===== src/rtl/mac_pkg.sv =====
// Shared formats, constants and helpers for the MAC normalize/round/pack path.
package mac_pkg;

  typedef enum logic [1:0] {
    MODE_BF16 = 2'b00,
    MODE_FP8  = 2'b01,
    MODE_RSVD = 2'b10,
    MODE_INT4 = 2'b11
  } mode_e;

  localparam int BF16_BIAS   = 127;
  localparam int FP8_BIAS    = 7;
  localparam int BF16_MANT_W = 7;
  localparam int FP8_MANT_W  = 3;
  localparam int BF16_EXP_W  = 8;
  localparam int FP8_EXP_W   = 4;

  // FP8 E4M3 largest finite magnitude: exponent 1111, mantissa 110
  localparam logic [6:0] FP8_MAX_NORMAL = {{FP8_EXP_W{1'b1}}, 3'b110};

  // Magnitude is handled in one 17-bit frame; FP8 is left-justified into it
  localparam int NORM_W = 17;
  localparam int LZ_W   = $clog2(NORM_W + 1);

  // Signed exponent wide enough for underflow below 0 and overflow past 255
  typedef logic signed [9:0] sexp_t;

  localparam sexp_t BF16_EXP_INF = sexp_t'(2 * BF16_BIAS + 1);
  localparam sexp_t FP8_EXP_MAX  = sexp_t'(2 * FP8_BIAS + 1);

  // Place the magnitude so that its top bit is always bit NORM_W-1
  function automatic logic [NORM_W-1:0] align_mag(input mode_e m, input logic c,
                                                  input logic [15:0] s);
    if (m == MODE_FP8) return {c, s[7:0], 8'h00};
    return {c, s};
  endfunction

endpackage


===== src/rtl/norm_round_pack_lzc.sv =====
// Parameterised leading-zero counter; count equals W when the input is all zero.
module lzc #(
  parameter int W = 17
) (
  input  logic [W-1:0]           data,
  output logic [$clog2(W+1)-1:0] count,
  output logic                   all_zero
);

  localparam int CW = $clog2(W + 1);

  // Scan upward so the highest set bit has the final say on the count
  always_comb begin
    count    = CW'(W);
    all_zero = (data == '0);
    for (int i = 0; i < W; i++) begin
      if (data[i]) count = CW'(W - 1 - i);
    end
  end

endmodule


===== src/rtl/norm_round_pack.sv =====
// Two-stage normalize, round-to-nearest-even, saturate and pack for BF16/FP8/INT4.
module norm_round_pack #(
  parameter int SUM_W = 16
) (
  input  logic             clk,
  input  logic             rst,
  input  logic             in_valid,
  output logic             in_ready,
  input  logic [1:0]       mode,
  input  logic [SUM_W-1:0] sum,
  input  logic             cout,
  input  logic             sign,
  input  logic [7:0]       exp_max,
  output logic             out_valid,
  input  logic             out_ready,
  output logic [15:0]      result,
  output logic             ovf,
  output logic             unf,
  output logic             inexact
);

  import mac_pkg::*;

  logic              adv;
  logic [NORM_W-1:0] mag_in;
  logic [LZ_W-1:0]   lz_in;
  logic              zero_in;
  sexp_t             exp_in;

  logic              s1_valid;
  mode_e             s1_mode;
  logic              s1_sign;
  logic              s1_cout;
  logic [15:0]       s1_sum;
  logic [LZ_W-1:0]   s1_lz;
  logic              s1_zero;
  sexp_t             s1_exp;

  logic [15:0]           frac;
  logic                  guard;
  logic                  sticky;
  logic                  lsb;
  logic                  round_up;
  logic [BF16_MANT_W:0]  mant_b;
  logic [FP8_MANT_W:0]   mant_f;
  logic                  carry;
  sexp_t                 exp_r;

  logic [15:0] res_n;
  logic        ovf_n;
  logic        unf_n;
  logic        inx_n;

  assign adv      = !out_valid | out_ready;
  assign in_ready = adv;
  assign mag_in   = align_mag(mode_e'(mode), cout, sum[15:0]);

  lzc #(.W(NORM_W)) u_lzc (
    .data     (mag_in),
    .count    (lz_in),
    .all_zero (zero_in)
  );

  // Unbiased-offset exponent: both formats reduce to exp_max + 2 - leading zeros
  always_comb begin
    if (mode == MODE_FP8) exp_in = sexp_t'(exp_max[3:0]) + sexp_t'(2) - sexp_t'(lz_in);
    else                  exp_in = sexp_t'(exp_max) + sexp_t'(2) - sexp_t'(lz_in);
  end

  // Normalize the stage-1 magnitude, then round to nearest even
  always_comb begin
    frac     = 16'(align_mag(s1_mode, s1_cout, s1_sum) << s1_lz);
    guard    = 1'b0;
    sticky   = 1'b0;
    lsb      = 1'b0;
    if (s1_mode == MODE_FP8) begin
      lsb    = frac[16 - FP8_MANT_W];
      guard  = frac[15 - FP8_MANT_W];
      sticky = |frac[14 - FP8_MANT_W:0];
    end else begin
      lsb    = frac[16 - BF16_MANT_W];
      guard  = frac[15 - BF16_MANT_W];
      sticky = |frac[14 - BF16_MANT_W:0];
    end
    round_up = guard & (sticky | lsb);
    mant_b   = {1'b0, frac[15 -: BF16_MANT_W]} + {{BF16_MANT_W{1'b0}}, round_up};
    mant_f   = {1'b0, frac[15 -: FP8_MANT_W]} + {{FP8_MANT_W{1'b0}}, round_up};
    carry    = (s1_mode == MODE_FP8) ? mant_f[FP8_MANT_W] : mant_b[BF16_MANT_W];
    exp_r    = s1_exp + sexp_t'(carry);
  end

  // Saturate, flush and pack per format into the next output word and flags
  always_comb begin
    res_n = '0;
    ovf_n = 1'b0;
    unf_n = 1'b0;
    inx_n = 1'b0;
    case (s1_mode)
      MODE_BF16: begin
        if (s1_zero) begin
          res_n = {s1_sign, 15'h0000};
        end else begin
          inx_n = guard | sticky;
          if (exp_r >= BF16_EXP_INF) begin
            res_n = {s1_sign, {BF16_EXP_W{1'b1}}, {BF16_MANT_W{1'b0}}};
            ovf_n = 1'b1;
          end else if (exp_r <= sexp_t'(0)) begin
            res_n = {s1_sign, 15'h0000};
            unf_n = 1'b1;
          end else begin
            res_n = {s1_sign, exp_r[BF16_EXP_W-1:0], mant_b[BF16_MANT_W-1:0]};
          end
        end
      end
      MODE_FP8: begin
        if (s1_zero) begin
          res_n = {8'h00, s1_sign, 7'h00};
        end else begin
          inx_n = guard | sticky;
          if ((exp_r > FP8_EXP_MAX) ||
              ((exp_r == FP8_EXP_MAX) && (mant_f[FP8_MANT_W-1:0] == 3'b111))) begin
            res_n = {8'h00, s1_sign, FP8_MAX_NORMAL};
            ovf_n = 1'b1;
          end else if (exp_r <= sexp_t'(0)) begin
            res_n = {8'h00, s1_sign, 7'h00};
            unf_n = 1'b1;
          end else begin
            res_n = {8'h00, s1_sign, exp_r[FP8_EXP_W-1:0], mant_f[FP8_MANT_W-1:0]};
          end
        end
      end
      MODE_INT4: begin
        res_n = s1_sum;
        ovf_n = s1_cout;
      end
      default: begin
        res_n = '0;
      end
    endcase
  end

  // Both pipeline stages move together on adv; the output only loads real beats
  always_ff @(posedge clk) begin
    if (rst) begin
      s1_valid  <= 1'b0;
      s1_mode   <= MODE_BF16;
      s1_sign   <= 1'b0;
      s1_cout   <= 1'b0;
      s1_sum    <= '0;
      s1_lz     <= '0;
      s1_zero   <= 1'b0;
      s1_exp    <= '0;
      out_valid <= 1'b0;
      result    <= '0;
      ovf       <= 1'b0;
      unf       <= 1'b0;
      inexact   <= 1'b0;
    end else if (adv) begin
      s1_valid  <= in_valid;
      s1_mode   <= mode_e'(mode);
      s1_sign   <= sign;
      s1_cout   <= cout;
      s1_sum    <= sum[15:0];
      s1_lz     <= lz_in;
      s1_zero   <= zero_in;
      s1_exp    <= exp_in;
      out_valid <= s1_valid;
      if (s1_valid) begin
        result  <= res_n;
        ovf     <= ovf_n;
        unf     <= unf_n;
        inexact <= inx_n;
      end
    end
  end

endmodule


===== config.mk =====
export PLATFORM = sky130hd
export DESIGN_NAME = norm_round_pack
export DESIGN_NICKNAME = d
export VERILOG_FILES = /design/src/rtl/mac_pkg.sv /design/src/rtl/norm_round_pack_lzc.sv /design/src/rtl/norm_round_pack.sv
export SDC_FILE = /design/constraint.sdc
export NUM_CORES = 1
export LEC_CHECK = 0
export CAP_MARGIN = 40
export CORE_MARGIN = 8
export CORE_UTILIZATION = 60
export DETAILED_ROUTE_END_ITERATION = 16
export PLACE_DENSITY = 0.9
export SLEW_MARGIN = 10
export SYNTH_ARGS = -nofsm -noshare
export SYNTH_HDL_FRONTEND = slang
export SYNTH_HIERARCHICAL = 1
export SYNTH_SLANG_ARGS = --single-unit

===== constraint.sdc =====
create_clock -name clk -period 10.9 [get_ports clk]
set_clock_uncertainty 0.05 [all_clocks]
set_input_delay 2.18 -clock clk [delete_from_list [all_inputs] [get_ports clk]]
set_output_delay 2.18 -clock clk [all_outputs]
set_load 0.03 [all_outputs]

==> run metrics <==
run status completed; total of buffers placed on input and output ports between 50 and 60; placed wire-length estimate after detailed placement about 11 mm; vias in the first global route 4819; number of failing hold endpoints at the final stage 0; sum of negative setup slack 0 ns; element type at the critical path end flop; Lkg Pwr about 0.0021 uW; weighted congestion reported at the end of routability-driven placement approximately 1.0; post-synthesis async set-or-reset flop share 0%; number of non-filler instances in the completed layout 782; detailed-route wire length per cell approximately 19 um; top-level port count 53; count of hold-fix buffers inserted at cts 0; TritonCTS clock tree built; Iter 0 DRT Violations 471; number of enable flip-flop cells after synthesis 0; r2r endpoint result[7]; worst hold start result[7]; Min Clock Period, post-route about 6.6 ns; post-detailed-route via-to-cell ratio approximately 6.6; portion of the post-synthesis area used by sequential elements 22.6%; most common flop cell mapped by yosys dfxtp_1; class of the most critical hold timing path flop to flop; endpoint required time on the critical path 11.12 ns; type of the worst setup path flop to flop; crit-path max cell delay 0.84 ns; Placed Cells 766; actual transition at the worst max-transition pin 0.951 ns; Cell variety after synth 80; Final Max Tran Viols 0; most used standard cell by instance count after synthesis nand2_1; syn avg cell area between 7 and 8 um^2; final worst hold slack 0.417 ns; Yosys reg bits 57; most frequent cell on the critical path ha_1; family with the most delay on the worst path compound AO/OA/AOI/OAI gates; number of buffers added by the clock tree synthesis step 9; effective utilization at floorplan between 60 and 70%; Fmax around 0.15 GHz; clock slew seen by the registers of the worst setup and hold paths approximately 0.070 ns; post-CTS setup repair buffer count 0; Post-Place Worst Slack slightly above 4 ns; number of nets in the layout around 730; worst hold path cell count 2; core area 0.00818 mm^2; setup slack of the most critical reg-to-reg path ~4.3 ns; area overhead of the layout relative to synthesis 13.6%; Worst Path Arrival approximately 6.8 ns; post-synthesis instance area around 0.0051 mm^2; total gr overflow 0; library cell contributing the largest single delay on the critical path a2111oi_2; cell area power density approximately 120 mW/mm^2; Final Cycle Share around three fifths; antenna violation net count after detailed routing 0; area share of the leading cell type in the synthesized netlist a little under a quarter; DRT Wirelength 14.5 mm; Clock Latency Late Sink approximately 0.33 ns; Hold Crit Endpoint result[7]; share of layout cells above drive strength 1 10.9%; floorplan die area 0.0116 mm^2; Synth Net Count ~700; floorplan row count 33; Die Span Y roughly 110 um; dominant cell type by area after synthesis dfxtp_1; VDD IR-drop max roughly 0.000065 V; list of most frequent post-synthesis cells nand2_1, dfxtp_1, a21oi_1; crit path max fanout 18; relative slew slack between 30% and 40%; Yosys warnings 6; via count just over 5000; reg2reg path depth 21; least setup slack across all paths after layout 4.32 ns; Worst Path Buf+Inv 2; Setup violations, final 0; Horiz. Die Dim around 110 um; top post-synthesis cells by area dfxtp_1, nand2_1, ha_1; router iterations before antenna repair 7; post-layout power approximately 670 uW; all-layer global routing usage roughly a quarter; max cap viols 0; critical register-to-register path startpoint s1_lz[1]; clk sinks 57; CTS HTree Levels 3; count of inserted antenna diode cells 0; cell-by-cell listing of the critical path inv_1, mux4_2, o31ai_2, or3_1, a21oi_1, a31oi_1, ha_1, inv_1, a31oi_1, nand4_1, nand2b_1, a211oi_2, ha_1, ha_1, and3_1, or4_1, a22oi_2, a2111oi_2, nand2_1, a31o_2, a21oi_1; clock tree buffer depth 2; post-detailed-route DRC marker count 0; category of the worst setup path launch point flop; antenna violations before repair 0; setup repair after global routing missed its margin no; Clock Tree Root clkbuf_8; global-route wire length before repair about 24 mm; maximum number of pins on one net before global-route repair 40; number of cells produced by synthesis 655; post-cts gate resize count 0
placed cells by master (no fill, tap or decap), types with 6 or more instances in the layout:
cell type and n:
or2_2 6, clkbuf_8 10, nand2b_1 8, nor3_1 14
inv_1 28, a311oi_1 7, mux2_2 20, nand3_1 22
nor2b_1 10, o21ai_0 12, ha_1 21, mux2i_1 25
a21o_1 7, nor2_1 43, clkdlybuf4s50_1 51, mux4_2 8
a22oi_1 12, a211oi_1 17, xnor2_1 10, dfxtp_1 57
and2_1 10, a21oi_1 52, nand2_1 99, a31oi_1 9
worst max-delay path by stage:
stage / endpoint / start / cells after the start / slack, ns
final: result[7] / s1_lz[1] / 21 / 4.32
after CTS: s1_exp[8] / mode[1] / 15 / 4.39
after floorplan: s1_exp[8] / mode[1] / 18 / 5.07
after global placement: s1_exp[8] / mode[1] / 15 / 4.07
after detailed placement: s1_exp[8] / mode[1] / 15 / 4.06
after global routing: result[8] / s1_lz[1] / 20 / 3.92
flip-flops by register name, indices dropped and copies added, names as in the netlist, 2 cells and up:
name / cells
s1_lz: 5
s1_exp: 10
result: 16
s1_sum: 16
s1_mode: 2
metal layers:
layer	GRT usage (%)	wire length, um	vias up	part of all wire, %
li1	-	-	2424	-
met1	33.3	6020	2389	41
met2	37.7	6380	325	44
met3	6.11	1620	56	11
met4	10.5	503	0	3.5
met5	0	0	-	0
power by group:
part           switching [uW]  leakage [uW]  total [uW]  internal, uW
clock network            87.0      0.000113         222           135
registers                26.5      0.000470         249           223
logic                     110       0.00155         198          87.6
final cells by class:
class                           instances  area, um^2
Multi-Input combinational cell        515        3550
Fill cell                             689        2430
Sequential cell                        57        1140
Timing Repair Buffer                   60         588
Clock buffer                           11         141
Tap cell                              105         131
Inverter                               29         109
Clock inverter                          5        78.8
per-stage QoR:
step	cell area (um^2)	utilization, %
floorplan	5050	-
global placement	5490	67.1
detailed placement	5520	67.5
CTS	5740	70.2
global route	5740	70.2
finish	5740	70.2
logic make-up (layout without fill, tap and decap cells):
kind of cell	count (synthesis)	count (layout)	share of synthesized area, %
fa+ha+maj	22	22	5.59
compound gates	174	174	24.7
simple gates	250	250	24.1
xor+xnor	15	15	2.60
flops	57	57	22.6
buf+inv	83	105	7.23
mux	54	54	13.2
tightest hold or removal path, cell delays in order, from the launching register on:
cell,delay (ns)
dfxtp_1,0.31
nand2_1,0.05
a21oi_1,0.05
(Power assumes the default switching activity.)
